--- src/rtl/random_range_gen.sv ---
// Uniform random value in 0..range_n-1 from an LFSR, by masked rejection
// sampling with a bounded retry count and a fold fallback. Ports: clk,
// rst_n, en, seed_load, seed_in, range_n, req, out_ready (in); out_valid,
// out_pos, out_folded, lfsr_state (out).
module random_range_gen #(
  parameter int                LFSR_W    = 16,
  parameter logic [LFSR_W-1:0] TAPS      = 16'hB400,
  parameter logic [LFSR_W-1:0] SEED      = 16'hACE1,
  parameter int                OUT_W     = 5,
  parameter int                MAX_RETRY = 7
) (
  input  logic              clk,
  input  logic              rst_n,
  input  logic              en,
  input  logic              seed_load,
  input  logic [LFSR_W-1:0] seed_in,
  input  logic [OUT_W-1:0]  range_n,
  input  logic              req,
  output logic              out_valid,
  input  logic              out_ready,
  output logic [OUT_W-1:0]  out_pos,
  output logic              out_folded,
  output logic [LFSR_W-1:0] lfsr_state
);

  localparam int RW = $clog2(MAX_RETRY + 2);
  localparam logic [RW-1:0] RETRY_LIM = RW'(MAX_RETRY);

  typedef enum logic [1:0] {
    IDLE,
    DRAW,
    HOLD
  } state_t;

  state_t            state_q, state_d;
  logic [LFSR_W-1:0] lfsr_q, lfsr_d;
  logic [OUT_W-1:0]  range_q, range_d;
  logic [OUT_W-1:0]  pos_q, pos_d;
  logic              fold_q, fold_d;
  logic [RW-1:0]     retry_q, retry_d;
  logic [OUT_W-1:0]  mask;
  logic [OUT_W-1:0]  raw;
  logic              fits;
  logic              start;

  // Smear range_q-1 rightwards: smallest 2^k-1 covering it.
  // range_q==0 wraps to all ones, range_q==1 gives zero.
  always_comb begin
    mask = range_q - OUT_W'(1);
    for (int i = 1; i < OUT_W; i = i * 2) begin
      mask = mask | (mask >> i);
    end
  end

  assign raw  = lfsr_q[OUT_W-1:0] & mask;
  assign fits = (range_q == '0) || (raw < range_q);

  always_comb begin
    state_d = state_q;
    retry_d = retry_q;
    range_d = range_q;
    pos_d   = pos_q;
    fold_d  = fold_q;
    start   = 1'b0;
    unique case (state_q)
      IDLE: start = req;
      DRAW: begin
        if (fits) begin
          pos_d   = raw;
          fold_d  = 1'b0;
          state_d = HOLD;
        end else if (retry_q == RETRY_LIM) begin
          // raw < 2*range_q, so one subtraction lands in range
          pos_d   = raw - range_q;
          fold_d  = 1'b1;
          state_d = HOLD;
        end else begin
          retry_d = retry_q + RW'(1);
        end
      end
      HOLD: begin
        if (out_ready) begin
          state_d = IDLE;
          start   = req;
        end
      end
      default: state_d = IDLE;
    endcase
    if (start) begin
      state_d = DRAW;
      retry_d = '0;
      range_d = range_n;
    end
  end

  // Zero seed would lock the LFSR, so substitute SEED
  always_comb begin
    lfsr_d = lfsr_q;
    if (seed_load) begin
      lfsr_d = (seed_in == '0) ? SEED : seed_in;
    end else if (en || state_q == DRAW) begin
      lfsr_d = {lfsr_q[LFSR_W-2:0], ^(lfsr_q & TAPS)};
    end
  end

  always_ff @(posedge clk or negedge rst_n) begin
    if (!rst_n) begin
      state_q <= IDLE;
      lfsr_q  <= SEED;
      range_q <= '0;
      retry_q <= '0;
      pos_q   <= '0;
      fold_q  <= 1'b0;
    end else begin
      state_q <= state_d;
      lfsr_q  <= lfsr_d;
      range_q <= range_d;
      retry_q <= retry_d;
      pos_q   <= pos_d;
      fold_q  <= fold_d;
    end
  end

  assign out_valid  = (state_q == HOLD);
  assign out_pos    = pos_q;
  assign out_folded = fold_q;
  assign lfsr_state = lfsr_q;

endmodule

--- config.mk ---
export PLATFORM = sky130hd
export DESIGN_NAME = random_range_gen
export DESIGN_NICKNAME = d
export VERILOG_FILES = /design/src/rtl/random_range_gen.sv
export SDC_FILE = /design/constraint.sdc
export NUM_CORES = 1
export LEC_CHECK = 0
export BUFFER_PORTS_ARGS = -buffer_cell sky130_fd_sc_hd__buf_2
export CAP_MARGIN = 25
export CORE_ASPECT_RATIO = 1.4
export CORE_MARGIN = 10
export CORE_UTILIZATION = 35
export DETAILED_ROUTE_END_ITERATION = 7
export GPL_ROUTABILITY_DRIVEN = 0
export GPL_TIMING_DRIVEN = 0
export SYNTH_ARGS = -nofsm -noshare
export SYNTH_HDL_FRONTEND = slang
export SYNTH_SLANG_ARGS = --single-unit
export TNS_END_PERCENT = 100
--- constraint.sdc ---
create_clock -name clk -period 7.6 [get_ports clk]
set_input_delay 1.52 -clock clk [delete_from_list [all_inputs] [get_ports clk]]
set_output_delay 1.52 -clock clk [all_outputs]
set_load 0.01 [all_outputs]
# Word-level counts from Yosys, hierarchy flattened
# Index checks and enable logic that the tools add are counted.
dict set report classes {
  n_eq_ne 8
  bitwise 4
  add_sub_neg 3
  n_lt_le_gt_ge 1
  n_reduce_logical 12
  n_mux 18
}
# cell n
set op_table {}
lappend op_table {{$mux 16} 3}
lappend op_table {{$logic_not 16->1} 1}
lappend op_table {{$mux 4} 4}
lappend op_table {{$reduce_xor 16->1} 1}
lappend op_table {{$mux 5} 2}
lappend op_table {{$mux 2} 4}
lappend op_table {{$pmux 2 s3} 1}
lappend op_table {{$reduce_and 3->1} 2}
lappend op_table {{$reduce_bool 2->1} 3}
lappend op_table {{$and 5x5->5} 1}
lappend op_table {{$logic_not 5->1} 1}
lappend op_table {{$lt 5x5->1} 1}
lappend op_table {{$or 5x1->5} 1}
lappend op_table {{$or 5x3->5} 1}
lappend op_table {{$or 5x4->5} 1}
lappend op_table {{$sub 5x1->5 const B} 1}
lappend op_table {{$sub 5x5->5} 1}
lappend op_table {{$add 4x1->4 const B} 1}
lappend op_table {{$eq 4x3->1 const B} 1}
lappend op_table {{$ne 2x2->1 const B} 2}
lappend op_table {{$ne 4x4->1 const B} 1}
lappend op_table {{$mux 1} 3}
lappend op_table {{$ne 3x1->1 const B} 1}
lappend op_table {{$eq 2x1->1 const B} 1}
lappend op_table {{6 further kinds} 7}
dict set report word_totals {
  input_bits 27
  wordCells 52
  reg_bits 33
}

# Depth between registers and ports, before layout
# Gate-level depths: netlist of the first run.
dict set report depth {
  word_depth 10
  ltp_mapped 14
}

# Worst setup path before layout of the first run
# OpenSTA, ideal clock, no wires.
dict set report synth_path {
  kind {register to register}
  from {register range_q[1]}
  to {register pos_q[4] (netlist: out_pos[4])}
  setup_time_ns 0.064
  stages_incl_launch_ff 15
  path_slack_ns 4.772
  synth_period_minus_slack_ns 2.828
  required_time_ns 7.536
  n_path_buf 0
  t_arrival_ns 2.764
  path_cell_list {dfrtp_1 -> inv_1 -> ha_1 -> o21ba_1 -> mux2i_1 -> o31a_1 -> o21ai_0 -> ha_1 -> inv_1 -> fa_1 -> a21oi_1 -> nor2b_1 -> a2111o_1 -> nand3_1 -> mux2_2}
}
dict set report synth_between {
  elab_chain_cells 9
  elab_cells_between_ends 13
  classes_between {2 x add/sub; 1 x order compare; 2 x mux; 4 x bitwise; 4 x reduce/logical}
}
# item line
set synth_rtl {}
lappend synth_rtl {{start, declared} 37} ;# logic [OUT_W-1:0] range_q, range_d;
lappend synth_rtl {{start signal, assigned} 117} ;# range_q <= range_d;
lappend synth_rtl {{$sub 5x1->5} 49} ;# mask = range_q - OUT_W'(1);
lappend synth_rtl {{$or 5x4->5} 51} ;# mask = mask | (mask >> i);
lappend synth_rtl {{$or 5x3->5} 51}
lappend synth_rtl {{$or 5x1->5} 51}
lappend synth_rtl {{$and 5x5->5} 55} ;# assign raw = lfsr_q[OUT_W-1:0] & mask;
lappend synth_rtl {{$lt 5x5->1} 56} ;# assign fits = (range_q == '0) || (raw < range_q);
lappend synth_rtl {{$logic_or 1x1->1} 56}
lappend synth_rtl {{$reduce_bool 2->1 (no line)} --}
lappend synth_rtl {{$reduce_and 2->1 (no line)} --}
lappend synth_rtl {{end signal, assigned} 119} ;# pos_q <= pos_d;
lappend synth_rtl {{end, declared} 38} ;# logic [OUT_W-1:0] pos_q, pos_d;
# Parallel ways exist; a longest one is shown, timed or not. The select of a mux whose other input is x is not followed.
# A chain may end at the register's enable or synchronous reset.

# Worst setup path after layout of the first run
dict set report layout_path {
  from {register range_q[0]}
  to {register pos_q[4] (netlist: out_pos[4])}
}
# Same word-level chain as after synthesis.

==> results.yml, run 1 <==
outcome:
  status: "finished clean"
clock_network:
  cts_tree: "yes"
  path_clk_slew_ns: 0.07
  clockBufferDepth: 2
  insertion_delay_ns: 0.29
  cts_setup_buffers: 0
  cts_resized: 0
  cts_buffers: 5
  cts_root_buffer: "clkbuf_8"
  h-tree-depth: 2
  cts.sinks: 33
  holdBufCountCts: 0
drt:
  wirelength_um: 5110
  drtIter0Drc: 71
  drtAntennaViolNets: 0
  drtPass1Iterations: 4
  drcViolationCount: 0
  via_per_inst: 5.08
  wire_per_inst_um: 15.6
  vias: 1662
sta:
  holdWs_ns: 0.498
  rsz0062_at_grt: "no"
  slew-limit-headroom: 0.500
  max_freq_mhz: 314
  period_share: 0.420
  finalHoldViolations: 0
  slew_violations: 0
  setup_tns_ns: 0
  fin_ws_ns: 4.41
  finalSetupViolCount: 0
  period_minus_slack_ns: 3.19
  fin_skew_ns: 0.00568
  tightest_slew_ns: 0.750
cells_and_area:
  fin_nets: 293
  regArea_um2: 836
  fin_cells: 327
  antenna_cells: 0
  fin_util: 0.436
  n_fill_cell: 602
  design_area_mm2: 0.00238
  multi_input_area_um2: 985
  drive_above_1_share: 0.309
  area_delta_synth_final_pct: 22.8
critical_path:
  crit_path_start_kind: "register"
  cp_max_fo: 6
  worst_r2r_endpoint: "out_pos[4]"
  required_ns: 7.77
  crit_type: "reg -> reg"
  critPathBufInv: 1
  reg2reg_slack_ns: 4.41
  max_stage_delay_ns: 0.45
  crit_path_end_kind: "register"
  crit_path_top_delay_cell: "dfrtp_1"
  path_delay_family: "compound AO/OA/AOI/OAI gates"
  reg2regPathDepth: 12
  r2r-start: "range_q[0]"
  worstPathArrival_ns: 3.36
  crit_chain: "inv_1 > ha_1 > o21ba_1 > mux2i_1 > o31a_1 > o21a_1 > ha_1 > nand2b_1 > a21oi_2 > o21ai_2 > o21ai_2 > mux2_2"
global_routing:
  grt_pass1_vias: 1780
  grt.total_usage: 0.116
  grt_start_max_net_pins: 34
  antenna_found_initial: 0
  gr-total-overflow: 0
  grt_pass1_wl_um: 8740
yosys:
  synth_top_cells_by_count: "dfrtp_1 (25), o21ai_0 (23), nand2_1 (21)"
  yosysSeqAreaShare: 0.432
  post-synth-top-count-cell: "dfrtp_1"
  yosysTopAreaCell: "dfrtp_1"
  synthesis.nets: 238
  synthArstFlopShare: 1.00
  ys_seq_elements: 33
  synthTopCellsByArea: "dfrtp_1 (32%), dfstp_2 (11%), o21ai_0 (6.0%)"
  ys_types: 48
  synth-edff-count: 0
  syn_area_per_cell_um2: 9.53
  yosys_warnings: 0
  syn_area_mm2: 0.00193
  yosysTopAreaCellShare: 0.323
  ys.flop_type: "dfrtp_1"
  netlist_instances: 203
min_path:
  hold_path_class: "reg -> reg"
  holdPathStages: 2
  min_to: "lfsr_state[5]"
  min_from: "lfsr_state[5]"
power_and_ir_drop:
  finalPower_mw: 0.953
  p_leak_nw: 1.12
  vdd_drop_max_mv: 0.188
  power.density_mw_per_mm2: 401
die:
  num_rows: 32
  io_pins: 50
  dieWidth_um: 82.8
  die_y_um: 108
  dieArea_mm2: 0.00894
  core_mm2: 0.00545
  initial_core_util: 0.355
flow_run:
  cap_violations: 0
place:
  dp_hpwl_um: 3920
  place_ws_ns: 4.41
  dpl_cell_area_mm2: 0.00226
  place_inst: 319
  io_buffer_count: 48
==> logic make-up after synthesis <==
kind of cell | after synthesis | share of synthesized area
AO/OA/AOI/OAI | 58 | 0.205
flip-flops | 33 | 0.432
XOR/XNOR | 6 | 0.0272
adder cells (fa/ha/maj) | 8 | 0.0556
AND/OR/NAND/NOR | 60 | 0.163
buffers and inverters | 27 | 0.0589
multiplexers | 11 | 0.0582
==> worst max path at each step <==
stage	slack [ns]	cells after the start	start	to
after global routing	4.18	13	range_q[0]	out_pos[4]
after detailed placement	4.41	12	range_q[0]	out_pos[4]
after global placement	4.45	12	range_q[0]	out_pos[4]
final	4.41	12	range_q[0]	out_pos[4]
after CTS	4.39	12	range_q[0]	out_pos[4]
after floorplan	4.77	14	range_q[1]	out_pos[4]
==> power breakdown <==
| part | switching, mW | internal [mW] | leakage (nW) |
|---|---|---|---|
| Clock | 0.0680 | 0.107 | 0.0585 |
| Sequential | 0.0601 | 0.245 | 0.395 |
| Combinational | 0.267 | 0.206 | 0.667 |
==> area by class of cell <==
type / instances / area share
clock buffer: 7 / 0.0363
multi-input combinational: 143 / 0.414
inverter: 19 / 0.0300
timing repair buffer: 48 / 0.101
buffer: 8 / 0.0179
sequential: 33 / 0.352
clock inverter: 1 / 0.0126
tap: 68 / 0.0358
==> flip-flops by register name, indices dropped and copies added, names as in the netlist <==
signal and count:
lfsr_state 16, out_pos 5, state_q 2, out_folded 1, retry_q 4, range_q 5
==> cell usage in the layout (no fill, tap or decap), types with 4 or more instances in the layout <==
master and n:
nor4_1 5, ha_1 7, o22ai_1 7, o221ai_1 4, a21oi_1 4, inv_1 18
clkbuf_8 6, nor3_1 4, nand3_1 6, dfstp_2 8, o21a_1 4, dfrtp_1 25
mux2i_1 9, clkbuf_1 4, o21ai_0 23, nand2_1 21, buf_2 52, nor2_1 7
==> tightest hold or removal path: cells and delay by family (launching register included) <==
family	cells	cell delay [ns]
simple gates	1	0.05
compound gates	1	0.07
flops	1	0.38
==> layer usage <==
layer	up-vias	routed length (um)	track usage	part of all wire
li1	839	-	-	-
met1	787	2130	0.129	0.42
met2	25	2720	0.207	0.53
met3	11	135	0.0233	0.026
met4	0	127	0.0524	0.025
met5	-	0	0	0
(Power assumes the default switching activity.)
==> run 2: changes to the inputs <==
- clock period: 7.6 -> 2.8 ns (I/O delays scaled with it)
==> run 2 against run 1 <==
Compared with the run above: count of clock-buffer cells in the layout unchanged; sequential share of layout area decreased by 2.6 points; worst setup slack worse by 4.4 ns; design area grew 8.0%; highest routed layer unchanged; cell count rose by 4.3%; non-clock buffer count up 14; wire length grew 2.8%; clock skew increased by 0.0014 ns; power grew to 3.1 times the previous value; via count grew 3.5%.
==> results.yml, run 2 (synthesis results as in run 1) <==
cells_and_area:
  final_cell_mix: "buf_2 (52), dfrtp_1 (24), o21ai_0 (21)"
  final_common_cell: "buf_2"
  drive_above_1_share: 0.396
  multi_input_area_mm2: 0.00108
  fin_util: 0.471
  n_fill_cell: 561
  antenna_cells: 0
  largest_reg_flops: 16
  area_delta_synth_final_pct: 32.7
  design_area_mm2: 0.00257
  regArea_um2: 837
  fin_nets: 307
critical_path:
  reg2reg_slack_ns: 0.04
  worst_r2r_endpoint: "retry_q[2]"
  worstPathArrival_ns: 2.93
  crit_path_end_kind: "register"
  crit_type: "reg -> reg"
  reg2regPathDepth: 13
  required_ns: 2.97
  cp_max_fo: 8
  r2r-start: "range_q[0]"
  crit_path_start_kind: "register"
die:
  io_pins: 50
  core_mm2: 0.00545
  num_rows: 32
  dieArea_mm2: 0.00894
  die_y_um: 108
  dieWidth_um: 82.8
  initial_core_util: 0.355
drt:
  drtAntennaViolNets: 0
  wirelength_um: 5250
  drtIter0Drc: 105
  drtPass1Iterations: 5
  via_per_inst: 5.04
  wire_per_inst_um: 15.4
  vias: 1720
  drcViolationCount: 0
sta:
  period_share: 0.986
  max_freq_mhz: 362
  period_minus_slack_ns: 2.76
  tightest_slew_ns: 0.769
  finalHoldViolations: 0
  slew-limit-headroom: 0.487
  fin_skew_ns: 0.00712
  finalSetupViolCount: 0
  rsz0062_at_grt: "yes"
  slew_violations: 0
global_routing:
  antenna_found_initial: 0
  grt_pass1_vias: 1835
  grt_start_max_net_pins: 34
  grt_pass1_wl_um: 8600
  gr-total-overflow: 0
  grt.total_usage: 0.114
clock_network:
  cts.sinks: 33
  cts_root_buffer: "clkbuf_8"
  h-tree-depth: 2
  holdBufCountCts: 0
  insertion_delay_ns: 0.28
  cts_tree: "yes"
  clockBufferDepth: 2
  cts_buffers: 5
  path_clk_slew_ns: 0.07
place:
  io_buffer_count: 48
  dpl_cell_area_mm2: 0.00226
  dp_hpwl_um: 3850
power_and_ir_drop:
  vdd_drop_max_mv: 0.478
  p_leak_nw: 1.19
  power.density_mw_per_mm2: 1150
  finalPower_mw: 2.94
min_path:
  hold_path_class: "in -> async"
outcome:
  status: "finished clean"
flow_run:
  cap_violations: 0
==> run 2: cell count changes in the layout (fill, tap and decap cells not counted), sizes merged <==
cell    previous run  this run
bufinv             1         0
clkinv             0         1
buf               53        67
==> run 2: layout make-up <==
class,instances,area share
Buffer,8,0.0166
Clock buffer,7,0.0375
Clock inverter,1,0.00195
Inverter,19,0.0278
Multi-Input combinational cell,143,0.419
Sequential cell,33,0.326
Tap cell,68,0.0332
Timing Repair Buffer,62,0.137
==> run 2: where the power goes <==
group / switching (mW) / total, mW / internal, mW
Sequential: 0.148 / 0.814 / 0.666
Clock: 0.181 / 0.404 / 0.222
Combinational: 0.891 / 1.72 / 0.832
Total: 1.22 / 2.94 / 1.72
==> run 2: what timing repair did <==
| item | 4_1_cts | 5_1_grt |
|---|---|---|
| buffers inserted | 11 | 4 |
| setup endpoints to repair | 12 | 11 |
| pin swaps | 9 | 9 |
| gates resized for setup | 17 | 5 |
==> run 2: worst max-delay path by stage <==
stage               start    endpoint  cells after the start
2_1_floorplan  range_q[0]  out_pos[4]                     12
3_3_place_gp   range_q[0]  out_pos[4]                     12
3_5_place_dp   range_q[0]  out_pos[4]                     12
4_1_cts        range_q[0]  out_pos[4]                     14
5_1_grt        range_q[1]  retry_q[2]                     13
6_report       range_q[0]  retry_q[2]                     13
==> run 2: routing by layer <==
metal / global-route usage / routed length, um / vias to the layer above
met3: 0.0286 / 188 / 8
met1: 0.120 / 2120 / 818
li1: - / - / 868
met2: 0.212 / 2860 / 26
met5: 0 / 0 / -
met4: 0.0451 / 90 / 0
==> run 2: per-stage QoR <==
stage,setup WS [ns],setup TNS (ns),hold slack (ns),std cells
3_5_place_dp,-0.391,-2.34,0.482,319
6_report,0.0393,0,0.337,341
4_1_cts,-0.00801,-0.00873,0.371,338
2_1_floorplan,-0.0171,-0.0171,0.264,203
3_3_place_gp,-0.357,-1.78,0.479,319
5_1_grt,-0.0934,-0.392,0.400,341
==> run 2: worst max-delay path, cell delays in order, from the launching register on <==
cell       delay (ns)
dfrtp_2          0.37
inv_2            0.05
ha_4             0.15
o21ba_4          0.21
mux2i_1          0.07
o31a_1           0.30
o21a_1           0.20
ha_1             0.28
nand2b_1         0.10
a21oi_4          0.24
buf_6            0.14
o2111ai_4        0.17
mux2i_1          0.17
a21o_1           0.19
==> run 3: changes to the inputs <==
- clock period: 2.8 -> 3.05 ns (I/O delays scaled with it)
==> run 3 against run 2 <==
Compared with the run above: die area unchanged; fmax fell by 7.6%; count of clock-buffer cells in the layout did not move; clock power grew 7.9%; critical path type unchanged; largest power group unchanged.
==> results.yml, run 3 (synthesis results as in run 1) <==
drt:
  drtAntennaViolNets: 0
  drcViolationCount: 0
  drtIter0Drc: 78
  drtPass1Iterations: 4
  wirelength_um: 5260
  vias: 1709
  wire_per_inst_um: 15.7
  via_per_inst: 5.09
clock_network:
  path_clk_slew_ns: 0.07
  h-tree-depth: 2
  insertion_delay_ns: 0.29
  cts_tree: "yes"
  clockBufferDepth: 2
  cts_root_buffer: "clkbuf_8"
  cts_buffers: 5
  holdBufCountCts: 0
  cts.sinks: 33
die:
  dieWidth_um: 82.8
  initial_core_util: 0.355
  num_rows: 32
  die_y_um: 108
  dieArea_mm2: 0.00894
  core_mm2: 0.00545
  io_pins: 50
critical_path:
  path_delay_family: "compound AO/OA/AOI/OAI gates"
  r2r-start: "range_q[0]"
  reg2regPathDepth: 14
  crit_path_start_kind: "register"
  worstPathArrival_ns: 3.16
  path_depth: 14
  crit_path_top_delay_cell: "dfrtp_2"
  max_stage_delay_ns: 0.37
  cp-startpoint: "range_q[0]"
  crit_path_end_kind: "register"
  required_ns: 3.22
  crit_type: "reg -> reg"
  crit_chain: "inv_1 > ha_4 > o21ba_2 > mux2i_1 > o31a_1 > o21a_1 > ha_1 > nand2b_1 > a21oi_4 > buf_6 > buf_4 > a2111o_1 > nand3_2 > mux2_2"
  cp_max_fo: 5
  critPathBufInv: 3
sta:
  period_minus_slack_ns: 2.99
  slew_violations: 0
  holdWs_ns: 0.389
  finalSetupViolCount: 0
  finalHoldViolations: 0
  slew-limit-headroom: 0.496
  setup_tns_ns: 0
  fin_skew_ns: 0.00607
  period_share: 0.979
  tightest_slew_ns: 0.756
  max_freq_mhz: 335
cells_and_area:
  area_delta_synth_final_pct: 30.3
  antenna_cells: 0
  final_common_cell: "buf_2"
  final_cell_mix: "buf_2 (52), dfrtp_1 (24), o21ai_0 (21), nand2_1 (21), inv_1 (17)"
  fin_nets: 302
  largest_reg_flops: 16
  drive_above_1_share: 0.362
global_routing:
  gr-total-overflow: 0
  grt_pass1_vias: 1783
  grt_pass1_wl_um: 8760
  grt.total_usage: 0.116
  antenna_found_initial: 0
  grt_start_max_net_pins: 34
power_and_ir_drop:
  finalPower_mw: 2.68
  p_leak_nw: 1.17
  power.density_mw_per_mm2: 1060
  vdd_drop_max_mv: 0.520
flow_run:
  cap_violations: 0
place:
  dp_hpwl_um: 3920
  io_buffer_count: 48
min_path:
  hold_path_class: "in -> async"
outcome:
  status: "finished clean"
run 3: where the power goes:
group / total, mW / internal [mW] / switching, mW
combinational: 1.49 / 0.704 / 0.789
clock: 0.436 / 0.267 / 0.170
sequential: 0.752 / 0.611 / 0.141
run 3: final cells by class:
cell class | instances | area (um2)
Fill cell | 588 | 2930
Multi-Input combinational cell | 143 | 1050
Sequential cell | 33 | 837
Timing Repair Buffer | 57 | 312
Clock buffer | 7 | 86.3
Tap cell | 68 | 85.1
Inverter | 19 | 73.8
Buffer | 8 | 42.5
Clock inverter | 1 | 30.0
run 3: final timing paths:
kind	endpoint	slack (ns)
worst max register to register	out_pos[4]	0.06
min in group clk	lfsr_state[5]	0.50
worst max-delay path	out_pos[4]	0.06
max in group asynchronous	range_q[0]	2.14
worst min register to register	lfsr_state[5]	0.50
worst min-delay path	out_pos[1]	0.39
run 3: through the flow:
step | util | setup WS [ns] | area, um2 | std cells
detailed placement | 0.415 | -0.145 | 2260 | 319
global route | 0.463 | -0.0576 | 2520 | 336
finish | 0.463 | 0.0632 | 2520 | 336
CTS | 0.442 | 0.0387 | 2410 | 329
global placement | 0.415 | -0.0985 | 2260 | 319
floorplan | - | 0.222 | 1930 | 203
run 3: per-layer routing:
metal / vias to the layer above / global-route usage / wire (um)
met1: 817 / 0.130 / 2160
li1: 856 / - / -
met3: 11 / 0.0233 / 133
met2: 25 / 0.207 / 2830
met5: - / 0 / 0
met4: 0 / 0.0524 / 137
run 3: what timing repair did:
item | 4_1_cts | 5_1_grt
gates resized for setup | 4 | 13
setup buffers | 2 | 7
endpoints found under the setup margin | 4 | 8
pin swaps | 0 | 5
